===== config.mk =====
export PLATFORM = sky130hd
export DESIGN_NAME = pipelined_addsub_flat
export DESIGN_NICKNAME = d
export VERILOG_FILES = /design/src/rtl/pipelined_addsub_if.sv /design/src/rtl/pipelined_addsub.sv /design/src/flat_wrapper.sv
export SDC_FILE = /design/constraint.sdc
export NUM_CORES = 1
export LEC_CHECK = 0
export BUFFER_PORTS_ARGS = -buffer_cell sky130_fd_sc_hd__buf_2
export CAP_MARGIN = 0
export CORE_ASPECT_RATIO = 0.75
export CORE_MARGIN = 2
export CORE_UTILIZATION = 60
export DETAILED_ROUTE_END_ITERATION = 12
export HOLD_SLACK_MARGIN = 0.12
export PLACE_DENSITY = 0.82
export SETUP_SLACK_MARGIN = 0.3
export SYNTH_ARGS = -nofsm -noshare
export SYNTH_HDL_FRONTEND = slang
export SYNTH_SLANG_ARGS = --single-unit

===== constraint.sdc =====
create_clock -name clk -period 7 [get_ports clk]
set_input_delay 0.7 -clock clk [delete_from_list [all_inputs] [get_ports clk]]
set_output_delay 0.7 -clock clk [all_outputs]
set_load 0.05 [all_outputs]

===== src/rtl/pipelined_addsub_if.sv =====
// Valid/ready operand and result bundle for pipelined_addsub.
// The master side supplies operands and accepts results; the slave side is the adder.
interface pipelined_addsub_if #(
  parameter int WIDTH = 32
);
  logic             in_valid;
  logic             in_ready;
  logic [WIDTH-1:0] op1;
  logic [WIDTH-1:0] op2;
  logic             sub;
  logic             out_valid;
  logic             out_ready;
  logic [WIDTH-1:0] result;
  logic             carry;
  logic             overflow;
  logic             zero;

  modport master (
    output in_valid, op1, op2, sub, out_ready,
    input  in_ready, out_valid, result, carry, overflow, zero
  );

  modport slave (
    input  in_valid, op1, op2, sub, out_ready,
    output in_ready, out_valid, result, carry, overflow, zero
  );
endinterface


===== src/rtl/pipelined_addsub.sv =====
// Pipelined add/subtract unit: the WIDTH-bit carry chain is cut into STAGES
// segments of WIDTH/STAGES bits, one segment added per cycle, with a global
// stall driven by the output handshake. The last stage is the output register
// and also produces the carry/overflow/zero flags.
// Optional feature: define ADDSUB_SAT_EN to clamp the result on signed overflow.
module pipelined_addsub #(
  parameter int WIDTH  = 32,
  parameter int STAGES = 4
) (
  input logic               clk,
  input logic               rst_n,
  pipelined_addsub_if.slave bus
);

  localparam int SEG  = WIDTH / STAGES;
  localparam int LAST = STAGES - 1;
  localparam int MID  = (STAGES > 1) ? STAGES - 1 : 1;

  logic adv;

  logic [WIDTH-1:0] a_in   [STAGES];
  logic [WIDTH-1:0] b_in   [STAGES];
  logic [WIDTH-1:0] s_in   [STAGES];
  logic             c_in   [STAGES];
  logic             v_in   [STAGES];
  logic [SEG:0]     seg_sum[STAGES];
  logic [WIDTH-1:0] s_next [STAGES];

  logic [WIDTH-1:0] a_q [MID];
  logic [WIDTH-1:0] a_d [MID];
  logic [WIDTH-1:0] b_q [MID];
  logic [WIDTH-1:0] b_d [MID];
  logic [WIDTH-1:0] s_q [MID];
  logic [WIDTH-1:0] s_d [MID];
  logic             c_q [MID];
  logic             c_d [MID];
  logic             v_q [MID];
  logic             v_d [MID];

  logic [WIDTH-1:0] result_q, result_d;
  logic             carry_q, carry_d;
  logic             overflow_q, overflow_d;
  logic             zero_q, zero_d;
  logic             out_valid_q, out_valid_d;
  logic [WIDTH-1:0] res_f;
  logic             ovf_f;

  assign adv           = !out_valid_q | bus.out_ready;
  assign bus.in_ready  = adv;
  assign bus.out_valid = out_valid_q;
  assign bus.result    = result_q;
  assign bus.carry     = carry_q;
  assign bus.overflow  = overflow_q;
  assign bus.zero      = zero_q;

  // Stage inputs: stage 0 takes the (conditionally inverted) operands, later stages the previous register.
  always_comb begin
    a_in[0] = bus.op1;
    b_in[0] = bus.op2 ^ {WIDTH{bus.sub}};
    s_in[0] = '0;
    c_in[0] = bus.sub;
    v_in[0] = bus.in_valid;
    for (int k = 1; k < STAGES; k++) begin
      a_in[k] = a_q[k-1];
      b_in[k] = b_q[k-1];
      s_in[k] = s_q[k-1];
      c_in[k] = c_q[k-1];
      v_in[k] = v_q[k-1];
    end
  end

  // Segment adders: stage k adds bits of segment k and splices them into the partial result.
  always_comb begin
    for (int k = 0; k < STAGES; k++) begin
      seg_sum[k] = {1'b0, a_in[k][k*SEG +: SEG]} + {1'b0, b_in[k][k*SEG +: SEG]}
                 + {{SEG{1'b0}}, c_in[k]};
      s_next[k] = s_in[k];
      s_next[k][k*SEG +: SEG] = seg_sum[k][SEG-1:0];
    end
  end

  // Intermediate stage registers advance together on adv and otherwise hold, bubbles included.
  always_comb begin
    for (int k = 0; k < MID; k++) begin
      a_d[k] = a_q[k];
      b_d[k] = b_q[k];
      s_d[k] = s_q[k];
      c_d[k] = c_q[k];
      v_d[k] = v_q[k];
      if ((k < LAST) && adv) begin
        a_d[k] = a_in[k];
        b_d[k] = b_in[k];
        s_d[k] = s_next[k];
        c_d[k] = seg_sum[k][SEG];
        v_d[k] = v_in[k];
      end
    end
  end

  // Final stage: flags from the completed sum, optional clamp, then zero on the clamped value.
  always_comb begin
    ovf_f = (a_in[LAST][WIDTH-1] == b_in[LAST][WIDTH-1]) &
            (s_next[LAST][WIDTH-1] != a_in[LAST][WIDTH-1]);
    res_f = s_next[LAST];
`ifdef ADDSUB_SAT_EN
    if (ovf_f) begin
      res_f = a_in[LAST][WIDTH-1] ? {1'b1, {(WIDTH-1){1'b0}}} : {1'b0, {(WIDTH-1){1'b1}}};
    end
`else
`endif
    out_valid_d = out_valid_q;
    result_d    = result_q;
    carry_d     = carry_q;
    overflow_d  = overflow_q;
    zero_d      = zero_q;
    if (adv) begin
      out_valid_d = v_in[LAST];
      if (v_in[LAST]) begin
        result_d   = res_f;
        carry_d    = seg_sum[LAST][SEG];
        overflow_d = ovf_f;
        zero_d     = ~|res_f;
      end
    end
  end

  // Intermediate pipeline flops; reset discards every in-flight operation.
  always_ff @(posedge clk or negedge rst_n) begin
    if (!rst_n) begin
      for (int k = 0; k < MID; k++) begin
        a_q[k] <= '0;
        b_q[k] <= '0;
        s_q[k] <= '0;
        c_q[k] <= 1'b0;
        v_q[k] <= 1'b0;
      end
    end else begin
      for (int k = 0; k < MID; k++) begin
        a_q[k] <= a_d[k];
        b_q[k] <= b_d[k];
        s_q[k] <= s_d[k];
        c_q[k] <= c_d[k];
        v_q[k] <= v_d[k];
      end
    end
  end

  // Output register holding result and flags stable until the consumer takes them.
  always_ff @(posedge clk or negedge rst_n) begin
    if (!rst_n) begin
      out_valid_q <= 1'b0;
      result_q    <= '0;
      carry_q     <= 1'b0;
      overflow_q  <= 1'b0;
      zero_q      <= 1'b0;
    end else begin
      out_valid_q <= out_valid_d;
      result_q    <= result_d;
      carry_q     <= carry_d;
      overflow_q  <= overflow_d;
      zero_q      <= zero_d;
    end
  end

endmodule


===== src/flat_wrapper.sv =====
// flat-port wrapper written by rule: the top's interface ports become plain ports
module pipelined_addsub_flat 
#(
  parameter int WIDTH  = 32,
  parameter int STAGES = 4
)
  (clk, rst_n, bus_in_valid, bus_op1, bus_op2, bus_sub, bus_out_ready, bus_in_ready, bus_out_valid, bus_result, bus_carry, bus_overflow, bus_zero);
  pipelined_addsub_if #(.WIDTH(WIDTH)) bus_i ();
  input logic clk;
  input logic rst_n;
  input wire logic [$bits(bus_i.in_valid)-1:0] bus_in_valid;
  input wire logic [$bits(bus_i.op1)-1:0] bus_op1;
  input wire logic [$bits(bus_i.op2)-1:0] bus_op2;
  input wire logic [$bits(bus_i.sub)-1:0] bus_sub;
  input wire logic [$bits(bus_i.out_ready)-1:0] bus_out_ready;
  output wire logic [$bits(bus_i.in_ready)-1:0] bus_in_ready;
  output wire logic [$bits(bus_i.out_valid)-1:0] bus_out_valid;
  output wire logic [$bits(bus_i.result)-1:0] bus_result;
  output wire logic [$bits(bus_i.carry)-1:0] bus_carry;
  output wire logic [$bits(bus_i.overflow)-1:0] bus_overflow;
  output wire logic [$bits(bus_i.zero)-1:0] bus_zero;
  assign bus_i.in_valid = bus_in_valid;
  assign bus_i.op1 = bus_op1;
  assign bus_i.op2 = bus_op2;
  assign bus_i.sub = bus_sub;
  assign bus_i.out_ready = bus_out_ready;
  assign bus_in_ready = bus_i.in_ready;
  assign bus_out_valid = bus_i.out_valid;
  assign bus_result = bus_i.result;
  assign bus_carry = bus_i.carry;
  assign bus_overflow = bus_i.overflow;
  assign bus_zero = bus_i.zero;
  pipelined_addsub #(.WIDTH(WIDTH), .STAGES(STAGES)) u_core (.clk(clk), .rst_n(rst_n), .bus(bus_i));
endmodule

==> results by group, run 1 <==
GRT
  – Largest net degree at the start of global routing: 121
  – Initial antenna violation count: 0
  – First-pass GRT wire length: 28200 um
  – Overall routing resource usage: 0.237
  – GR Overflow Total: 0
  – Vias in the first global route: 5803

Outcome
  – Status: finished clean

Layout
  – Most common cell after layout, fill and taps aside: nand2_1
  – P&R area growth vs syn: 14.2%
  – Layout fillers: 1039
  – Post-layout nets: 1069
  – Most frequent cells in the layout: nand2_1 (354), dfrtp_1 (186), buf_2 (104), o21ai_1 (50), xnor2_1 (34)
  – Area of the multi-input gates: 3490 um2
  – Sequential cell area: 4650 um2
  – Layout cells sized above 1: 0.149
  – Antenna Cells: 0

Synth
  – Post-synthesis cell type count: 39
  – Main combinational cell family by area after synthesis: simple AND/OR/NAND/NOR gates
  – Syn avg cell area: 9.55 um2
  – Yosys Warn Count: 0
  – Post-synth ARST share: 1.00
  – FF+latch count, synth: 186
  – Syn nets: 981
  – Post-Synth Simple-Gate Area: 0.193
  – Cell Area, Synth: 8380 um2
  – Primary FF master, synth: dfrtp_1
  – Synth Area in XOR/XNOR: 0.0491
  – Synth Area in Compound Gates: 0.0780
  – Post-Syn Instances: 877
  – Register area share after synthesis: 0.556
  – EDFF count, synth: 0
  – Synth Area in Adders: 0.0586
  – Mux contribution to synthesized area: 0.0367

Detailed routing
  – DRC violation count after routing: 0
  – Via count: 6035
  – Drt pass-1 iters: 8
  – Drt first-iter violations: 433
  – Drt via density: 5.23
  – DRT Wirelength: 16600 um
  – Drt wl/cell: 14.4 um
  – ANT nets after route: 0

Setup path
  – Worst r2r dst: u_core.bus.zero$_DFFE_PN0P_
  – Largest stage delay on the critical path: 0.49 ns
  – CP Launch Point: u_core.bus.out_valid$_DFFE_PN0N_
  – Maximum fanout along the worst path: 57
  – Crit path depth: 4
  – CP Capture Type: primary output
  – Arr. time, crit path: 2.13 ns
  – Setup crit start kind: flop
  – CP required: 6.30 ns
  – Crit-path leading delay family: buffers and inverters
  – Origin of the critical flop-to-flop path: u_core.c_in[0]$_DFFE_PN0N_
  – CP bufs+invs: 3
  – Setup CP Type: flop to primary output
  – Worst R2R Setup Slack: 4.47 ns
  – Max stage delay cell, worst path: inv_4
  – R2R depth: 8
  – Cell Chain, Critical Path: nor2b_4 -> buf_4 -> inv_4 -> buf_2

Timing
  – Final setup fails: 0
  – Normalized max-slew margin: 0.246
  – Slew Limit Fails: 0
  – Min Tclk post-route: 2.83 ns
  – Measured slew at the worst slew-check pin: 1.13 ns
  – Final Hold Vio Count: 0
  – RSZ-0062 raised after global routing: false
  – Final WS setup: 4.17 ns
  – Worst clock skew: 0.00707 ns
  – Setup TNS: 0 ns
  – Fmax: 0.354 GHz
  – Final period util: 0.404

Clock network
  – Longest Clk Path Bufs: 2
  – Clock Pin Slew Worst Setup and Hold Paths: 0.07 ns
  – Cts hold-fix bufs: 0
  – H-tree depth: 4
  – CTS tree: built
  – Clk root buf: clkbuf_16
  – Cts repair resizes: 0
  – CTS Buf Count: 17
  – Clock Sinks: 186
  – Setup Fix Bufs, Post-CTS: 0
  – Worst skew pair latency: 0.43 ns

Floorplan
  – IO Pins: 106
  – Die ar.: 14900 um2
  – FP Rows: 37
  – Core ar.: 13700 um2
  – Die width: 140 um
  – Die H: 106 um
  – Initial Util: 0.613

Job
  – Max-cap violations: 0

Power
  – Leakage: 4.86 nW
  – Power Density: 493 nW/um2
  – Max VDD drop: 267 uV
  – Tot Pwr: 4.72 mW

Place
  – Placer Congestion: 0.890
  – Port bufs: 105
  – DP HPWL: 11300 um
  – Pre-CTS setup slack: 3.79 ns

Hold path
  – Worst hold path class: primary input to asynchronous set/reset pin
## cell usage after synthesis, types with 6 or more instances
| library cell | n | area (um2) |
|---|---|---|
| a21oi_1 | 15 | 75.1 |
| buf_1 | 9 | 33.8 |
| buf_2 | 7 | 35.0 |
| clkbuf_1 | 24 | 90.1 |
| dfrtp_1 | 186 | 4650 |
| fa_1 | 7 | 140 |
| ha_1 | 28 | 350 |
| inv_1 | 18 | 67.6 |
| mux2_1 | 26 | 293 |
| nand2_1 | 354 | 1330 |
| nor2_1 | 25 | 93.8 |
| nor3_1 | 10 | 50.1 |
| nor4_1 | 6 | 37.5 |
| o21a_1 | 6 | 45.0 |
| o21ai_1 | 50 | 250 |
| o21bai_1 | 7 | 52.6 |
| o31ai_1 | 10 | 75.1 |
| xnor2_1 | 34 | 298 |
| xor2_1 | 13 | 114 |
## worst max path at each step
stage,end,slack [ns]
after global placement,u_core.c_in[2]$_DFFE_PN0N_,3.87
after detailed placement,u_core.c_in[2]$_DFFE_PN0N_,3.79
after floorplan,u_core.c_in[2]$_DFFE_PN0N_,4.39
final,bus_in_ready,4.17
after global routing,u_core.c_in[2]$_DFFE_PN0N_,4.04
after CTS,bus_in_ready,4.18
## registers in the layout (all words and copies together), names as in the netlist, 3 cells and up
signal and flops:
u_core.s_in 24, u_core.v_in 3, u_core.a_in 48, u_core.b_in 48, u_core.bus.result 32, u_core.c_in 3
u_core.res_f 24
## metal layers
metal,routed length [um],vias up,GRT usage
met5,0,-,0
met4,131,0,0.0584
met3,773,15,0.0423
met2,7360,152,0.358
met1,8360,2837,0.361
li1,-,3031,-
## through the flow
stage / utilization / instance area (um2) / hold WS [ns] / cells
final: 0.701 / 9570 / 0.388 / 1153
after global routing: 0.701 / 9570 / 0.455 / 1153
after CTS: 0.701 / 9570 / 0.449 / 1153
after detailed placement: 0.660 / 9010 / 0.455 / 1121
after global placement: 0.660 / 9010 / 0.449 / 1121
after floorplan: - / 8380 / 0.404 / 877
## report_power, final
group,internal (mW),leakage [nW],switching [mW]
Combinational,0.687,2.35,1.26
Clock,0.469,0.269,0.438
Sequential,1.55,2.24,0.318
Total,2.71,4.86,2.01
## cell type report
cell class	count	share of cell area
inverters	20	0.00811
flip-flops and latches	186	0.486
well taps	175	0.0229
clock buffers	17	0.0445
multi-input cells	630	0.365
clock inverters	15	0.0140
repair buffers	110	0.0595
## worst register-to-register path: stages, from the launching register on
cell and delay (ns):
dfrtp_1 0.42, fa_1 0.49, fa_1 0.43, xnor2_1 0.29, nand4_1 0.15, nor3_1 0.32
and3_1 0.20, nand4_1 0.09, nand2_1 0.09
## logic make-up after synthesis
| kind of cell | after synthesis |
|---|---|
| adder cells (fa/ha/maj) | 35 |
| XOR/XNOR | 47 |
| buffers and inverters | 61 |
| flip-flops | 186 |
| AND/OR/NAND/NOR | 412 |
| AO/OA/AOI/OAI | 109 |
| multiplexers | 27 |
(Power assumes the default switching activity.)
==> run 2, diff against run 1 <==
ABC_AREA = 1   (was default)
CORE_UTILIZATION = 53   (was 60)
PLACE_DENSITY = 0.77   (was 0.82)
clock period = 2.6 ns   (was 7 ns; I/O delays follow)
==> run 2 against run 1 <==
Compared with the run above:
- via count grew 12%
- critical endpoint is now u_core.bus.zero$_DFFE_PN0P_
- area after synthesis grew 3.3%
- largest cell class unchanged
- die area is 16% higher
- sequential share of layout area fell by 3.9 points
- clock power rose to 3.1 times the previous value
- wire length increased by 11%
==> results by group, run 2 <==
Synth
  – Post-synth ARST share: 1.00
  – Commonest cells post-synth: nand2_1 (367), dfrtp_1 (186), o21ai_0 (109), inv_1 (80), nor2_1 (30)
  – Primary FF master, synth: dfrtp_1
  – Post-Syn Instances: 997
  – EDFF count, synth: 0
  – Synth area leader: dfrtp_1
  – Syn nets: 1101
  – Cell Area, Synth: 8650 um2
  – FF+latch count, synth: 186
  – Register area share after synthesis: 0.538
  – Most frequent cell after synthesis: nand2_1
  – Post-synthesis cell type count: 34
  – Top cell type's share of synthesized area: 0.538
  – Largest cells by area after synthesis: dfrtp_1 (54%), nand2_1 (16%), o21ai_0 (6.3%)
  – Yosys Warn Count: 0
  – Syn avg cell area: 8.68 um2

Clock network
  – Cts hold-fix bufs: 43
  – Setup Fix Bufs, Post-CTS: 0
  – H-tree depth: 4
  – Longest Clk Path Bufs: 2
  – CTS Buf Count: 17
  – Worst skew pair latency: 0.43 ns
  – Clk root buf: clkbuf_16
  – Cts repair resizes: 0
  – CTS tree: built
  – Clock Pin Slew Worst Setup and Hold Paths: 0.07 ns
  – Clock Sinks: 186

Setup path
  – Cell Chain, Critical Path: fa_1 -> fa_1 -> inv_1 -> nand2_1 -> nand2_1 -> nand2_1 -> nor2_1 -> nand3_1 -> nor2_1 -> nand3_1 -> nand2_1
  – Crit-path leading delay family: adder cells
  – Largest stage delay on the critical path: 0.48 ns
  – CP bufs+invs: 1
  – Maximum fanout along the worst path: 4
  – CP required: 2.97 ns
  – Arr. time, crit path: 2.40 ns
  – Setup crit start kind: flop
  – CP Capture Type: flop
  – Most frequent cell on the critical path: nand2_1
  – Max stage delay cell, worst path: fa_1
  – Setup CP Type: flop to flop

Timing
  – Final period util: 0.779
  – WHS: 0.129 ns
  – Measured slew at the worst slew-check pin: 0.833 ns
  – Normalized max-slew margin: 0.444
  – RSZ-0062 raised after global routing: false
  – Worst clock skew: 0.0102 ns
  – Setup TNS: 0 ns
  – Final Hold Vio Count: 0
  – Slew Limit Fails: 0
  – Final WS setup: 0.574 ns
  – Fmax: 0.494 GHz
  – Final setup fails: 0
  – Min Tclk post-route: 2.03 ns

Place
  – Area after DPL: 9340 um2
  – Port bufs: 105
  – Cells after DPL: 1276
  – Placer Congestion: 0.872
  – Pre-CTS setup slack: 0.554 ns
  – DP HPWL: 12500 um

Power
  – Power Density: 1280 nW/um2
  – Sw frac: 0.426
  – Internal power: 7.63 mW
  – Tot Pwr: 13.3 mW
  – Max VDD drop: 518 uV
  – Leakage: 5.35 nW
  – Power share of the clock group: 0.210
  – P_sw: 5.65 mW
  – Combinational power share: 0.419
  – Sequential share of power: 0.371

Detailed routing
  – Drt first-iter violations: 492
  – Drt via density: 5.03
  – DRT Wirelength: 18400 um
  – DRC violation count after routing: 0
  – Drt wl/cell: 13.6 um
  – Drt pass-1 iters: 5
  – Via count: 6785
  – ANT nets after route: 0

Layout
  – Post-layout nets: 1232
  – Core Util, Final: 0.650
  – Final cell count without fillers: 1350
  – Layout fillers: 1394
  – Antenna Cells: 0
  – Most common cell after layout, fill and taps aside: nand2_1
  – P&R area growth vs syn: 20.3%
  – Layout cells sized above 1: 0.133
  – Most frequent cells in the layout: nand2_1 (367), dfrtp_1 (186), o21ai_0 (109), buf_2 (104), inv_1 (80)
  – Cell area after layout: 10400 um2

GRT
  – Largest net degree at the start of global routing: 155
  – Initial antenna violation count: 0
  – Overall routing resource usage: 0.229
  – First-pass GRT wire length: 31200 um
  – GR Overflow Total: 0
  – Vias in the first global route: 6379

Outcome
  – Status: finished clean

Floorplan
  – Initial Util: 0.540
  – Die width: 152 um
  – IO Pins: 106
  – Die ar.: 17400 um2
  – FP Rows: 40
  – Core ar.: 16000 um2
  – Die H: 115 um

Job
  – Max-cap violations: 0

Hold path
  – Worst hold path class: primary input to flop
## run 2: cells by family (layout without fill, tap and decap cells)
group           Yosys count  after routing  synth area share
simple gates            447            447             0.206
fa+ha+maj                35             35            0.0567
compound gates          166            166             0.101
flops                   186            186             0.538
buf+inv                 127            270            0.0617
xor+xnor                 36             36            0.0364
## run 2: power groups by stage
| stage | Clock [mW] | Combinational [mW] | Sequential (mW) |
|---|---|---|---|
| after global placement | 0 | 5.32 | 4.91 |
| after floorplan | 0 | 3.40 | 5.61 |
| after detailed placement | 0 | 5.45 | 4.96 |
| after global routing | 2.97 | 6.33 | 5.07 |
| final | 2.78 | 5.57 | 4.93 |
| after CTS | 2.82 | 5.56 | 4.92 |
## run 2: final timing paths
path / from / depth (start not counted) / to / slack [ns]
worst min-delay path: bus_op2[25] / 3 / u_core.b_in[89]$_DFFE_PN0N_ / 0.13
worst max-delay path: u_core.c_in[0]$_DFFE_PN0N_ / 11 / u_core.bus.zero$_DFFE_PN0P_ / 0.57
worst max register to register: u_core.c_in[0]$_DFFE_PN0N_ / 11 / u_core.bus.zero$_DFFE_PN0P_ / 0.57
min in group asynchronous: rst_n / 2 / u_core.b_in[78]$_DFFE_PN0N_ / 0.37
max in group asynchronous: rst_n / 3 / u_core.b_in[92]$_DFFE_PN0N_ / 1.46
worst min register to register: u_core.b_in[87]$_DFFE_PN0N_ / 2 / u_core.b_in[55]$_DFFE_PN0N_ / 0.47
## run 2: final cells by class
type                    instances  area (um2)  share of cell area
multi-input cells             684        3460               0.333
clock buffers                  19         453              0.0435
well taps                     210         263              0.0252
inverters                      83         314              0.0302
clock inverters                12         189              0.0181
repair buffers                156        1070               0.103
flip-flops and latches        186        4650               0.447
## run 2: worst min-delay path, stage by stage
cell and delay, ns:
buf_2 0.09, xnor2_1 0.11, o21ai_0 0.06
## run 2: layer usage
| metal | vias to the layer above | track usage | part of all wire |
|---|---|---|---|
| met1 | 3133 | 0.371 | 0.53 |
| li1 | 3437 | - | - |
| met2 | 202 | 0.310 | 0.40 |
| met4 | 0 | 0.0556 | 0.0076 |
| met5 | - | 0 | 0 |
| met3 | 13 | 0.0498 | 0.062 |
==> run 3, diff against run 2 <==
CORE_UTILIZATION = 58   (was 53)
PLACE_DENSITY = 0.8   (was 0.77)
clock period = 1.9 ns   (was 2.6 ns; I/O delays follow)
==> run 3 against run 2 <==
Compared with the run above:
- the run now ends with negative setup slack left
- clock skew down 0.0049 ns
- largest power group unchanged
- worst hold slack worse by 0.0068 ns
- cell count up 1.5%
- highest routed layer unchanged
- sequential share of layout area down 2.4 points
- utilization up 11 points
- die area down 8.4%
- register-to-register slack worse by 0.71 ns
- clock power up 31%
==> results by group, run 3 (same netlist as run 2, synthesis figures left out) <==
Setup path
  – Origin of the critical flop-to-flop path: u_core.c_in[0]$_DFFE_PN0N_
  – R2R depth: 10
  – Cell Chain, Critical Path: fa_2 -> fa_2 -> buf_6 -> nand3_4 -> nand3b_1 -> nand2_1 -> nand2_1 -> nor2_1 -> nand3_1 -> nand2_1
  – Arr. time, crit path: 2.40 ns
  – Setup CP Type: flop to flop
  – Crit-path leading delay family: adder cells
  – Max stage delay cell, worst path: fa_2
  – CP bufs+invs: 1
  – Worst R2R Setup Slack: -0.14 ns
  – Setup crit start kind: flop
  – Largest stage delay on the critical path: 0.43 ns
  – Maximum fanout along the worst path: 4
  – Worst r2r dst: u_core.bus.zero$_DFFE_PN0P_
  – Most frequent cell on the critical path: nand2_1
  – CP required: 2.27 ns
  – CP Capture Type: flop

Layout
  – Area of the multi-input gates: 3750 um2
  – P&R area growth vs syn: 27.0%
  – Layout fillers: 974
  – Post-layout nets: 1261
  – Antenna Cells: 0
  – Cell area after layout: 11000 um2
  – Final cell count without fillers: 1370
  – Sequential cell area: 4650 um2
  – Most frequent cells in the layout: nand2_1 (352), dfrtp_1 (186), buf_2 (103), o21ai_0 (99), inv_1 (71)
  – Layout cells sized above 1: 0.204
  – Most common cell after layout, fill and taps aside: nand2_1

Detailed routing
  – Drt via density: 5.37
  – Drt first-iter violations: 607
  – DRT Wirelength: 22200 um
  – Via count: 7355
  – DRC violation count after routing: 0
  – Drt pass-1 iters: 6
  – ANT nets after route: 0
  – Drt wl/cell: 16.2 um

GRT
  – First-pass GRT wire length: 33700 um
  – Largest net degree at the start of global routing: 155
  – GR Overflow Total: 0
  – Initial antenna violation count: 0
  – Overall routing resource usage: 0.271
  – Vias in the first global route: 6764

Place
  – Area after DPL: 9380 um2
  – Port bufs: 105
  – Cells after DPL: 1270
  – DP HPWL: 12400 um
  – Pre-CTS setup slack: -0.00430 ns
  – Placer Congestion: 0.888

Timing
  – Min Tclk post-route: 2.04 ns
  – Normalized max-slew margin: 0.635
  – Worst clock skew: 0.00522 ns
  – Fmax: 0.491 GHz
  – Final Hold Vio Count: 0
  – Final period util: 1.07
  – Measured slew at the worst slew-check pin: 0.548 ns
  – Slew Limit Fails: 0
  – Setup TNS: -0.281 ns
  – Final WS setup: -0.138 ns
  – RSZ-0062 raised after global routing: true
  – Final setup fails: 3

Power
  – Power share of the clock group: 0.182
  – Sw frac: 0.441
  – Internal power: 11.2 mW
  – P_sw: 8.82 mW
  – Power Density: 1820 nW/um2
  – Max VDD drop: 1030 uV
  – Combinational power share: 0.474
  – Sequential share of power: 0.345
  – Leakage: 5.55 nW

Floorplan
  – Die H: 110 um
  – Die ar.: 15900 um2
  – IO Pins: 106
  – FP Rows: 38
  – Initial Util: 0.597
  – Core ar.: 14500 um2
  – Die width: 145 um

Hold path
  – HP Start: bus_op1[0]
  – Worst hold path class: primary input to flop
  – Hold depth: 4
  – Hold path endpoint: u_core.s_in[64]$_DFFE_PN0N_

Job
  – Max-cap violations: 0

Clock network
  – Longest Clk Path Bufs: 2
  – Clk root buf: clkbuf_16
  – H-tree depth: 4
  – CTS tree: built
  – Clock Sinks: 186
  – CTS Buf Count: 17
  – Worst skew pair latency: 0.43 ns
  – Clock Pin Slew Worst Setup and Hold Paths: 0.07 ns

Outcome
  – Status: complete, but fails checks
  – Failing checks: negative setup slack
## run 3: per-stage QoR
stage	util	total power, mW	hold WS [ns]
final	0.758	20.0	0.122
after detailed placement	0.647	14.3	0.152
after global routing	0.758	21.3	0.165
after CTS	0.739	18.6	0.158
after floorplan	-	12.4	-0.106
after global placement	0.647	14.0	0.163
## run 3: power by group through the flow
stage / logic (mW) / registers [mW] / clock network [mW]
floorplan: 4.68 / 7.68 / 0
global placement: 7.34 / 6.68 / 0
detailed placement: 7.55 / 6.75 / 0
CTS: 8.21 / 6.73 / 3.67
global route: 10.3 / 7.05 / 3.86
finish: 9.47 / 6.89 / 3.63
## run 3: routing by layer
layer / part of all wire / vias to the layer above / track usage / wire length, um
met3: 0.077 / 50 / 0.0506 / 1720
met5: 0 / - / 0 / 0
met4: 0.028 / 0 / 0.0983 / 627
met2: 0.44 / 353 / 0.401 / 9870
met1: 0.45 / 3450 / 0.406 / 10000
li1: - / 3502 / - / -
## run 3: worst max path at each step
stage / start / to / slack, ns / cells after the start
3_3_place_gp: u_core.c_in[0]$_DFFE_PN0N_ / u_core.bus.zero$_DFFE_PN0P_ / 0.04 / 8
2_1_floorplan: u_core.c_in[0]$_DFFE_PN0N_ / u_core.bus.zero$_DFFE_PN0P_ / 0.12 / 8
5_1_grt: u_core.c_in[0]$_DFFE_PN0N_ / u_core.bus.zero$_DFFE_PN0P_ / -0.22 / 10
6_report: u_core.c_in[0]$_DFFE_PN0N_ / u_core.bus.zero$_DFFE_PN0P_ / -0.14 / 10
3_5_place_dp: u_core.c_in[0]$_DFFE_PN0N_ / u_core.bus.zero$_DFFE_PN0P_ / -0.004 / 8
4_1_cts: u_core.a_in[24]$_DFFE_PN0N_ / u_core.bus.zero$_DFFE_PN0P_ / -0.05 / 11
## run 3: worst register-to-register path, cell delays in order, from the launching register on
cell and delay (ns):
dfrtp_1 0.42, fa_2 0.43, fa_2 0.42, buf_6 0.14, nand3_4 0.07, nand3b_1 0.07, nand2_1 0.11, nand2_1 0.07
nor2_1 0.08, nand3_1 0.09, nand2_1 0.08
## run 3: timing repair
| action | 4_1_cts | 5_1_grt |
|---|---|---|
| cloned | 2 | 0 |
| buffers inserted | 6 | 9 |
| pin swaps | 8 | 27 |
| setup endpoints to repair | 23 | 29 |
| resized for setup | 31 | 58 |
| endpoints found under the hold margin | 212 | 0 |
| hold buffers | 52 | 0 |
## run 3: layout make-up
| cell class | instances | area share |
|---|---|---|
| flip-flops and latches | 186 | 0.424 |
| well taps | 200 | 0.0228 |
| repair buffers | 185 | 0.128 |
| clock inverters | 14 | 0.0155 |
| clock buffers | 18 | 0.0400 |
| multi-input cells | 684 | 0.341 |
| inverters | 83 | 0.0288 |
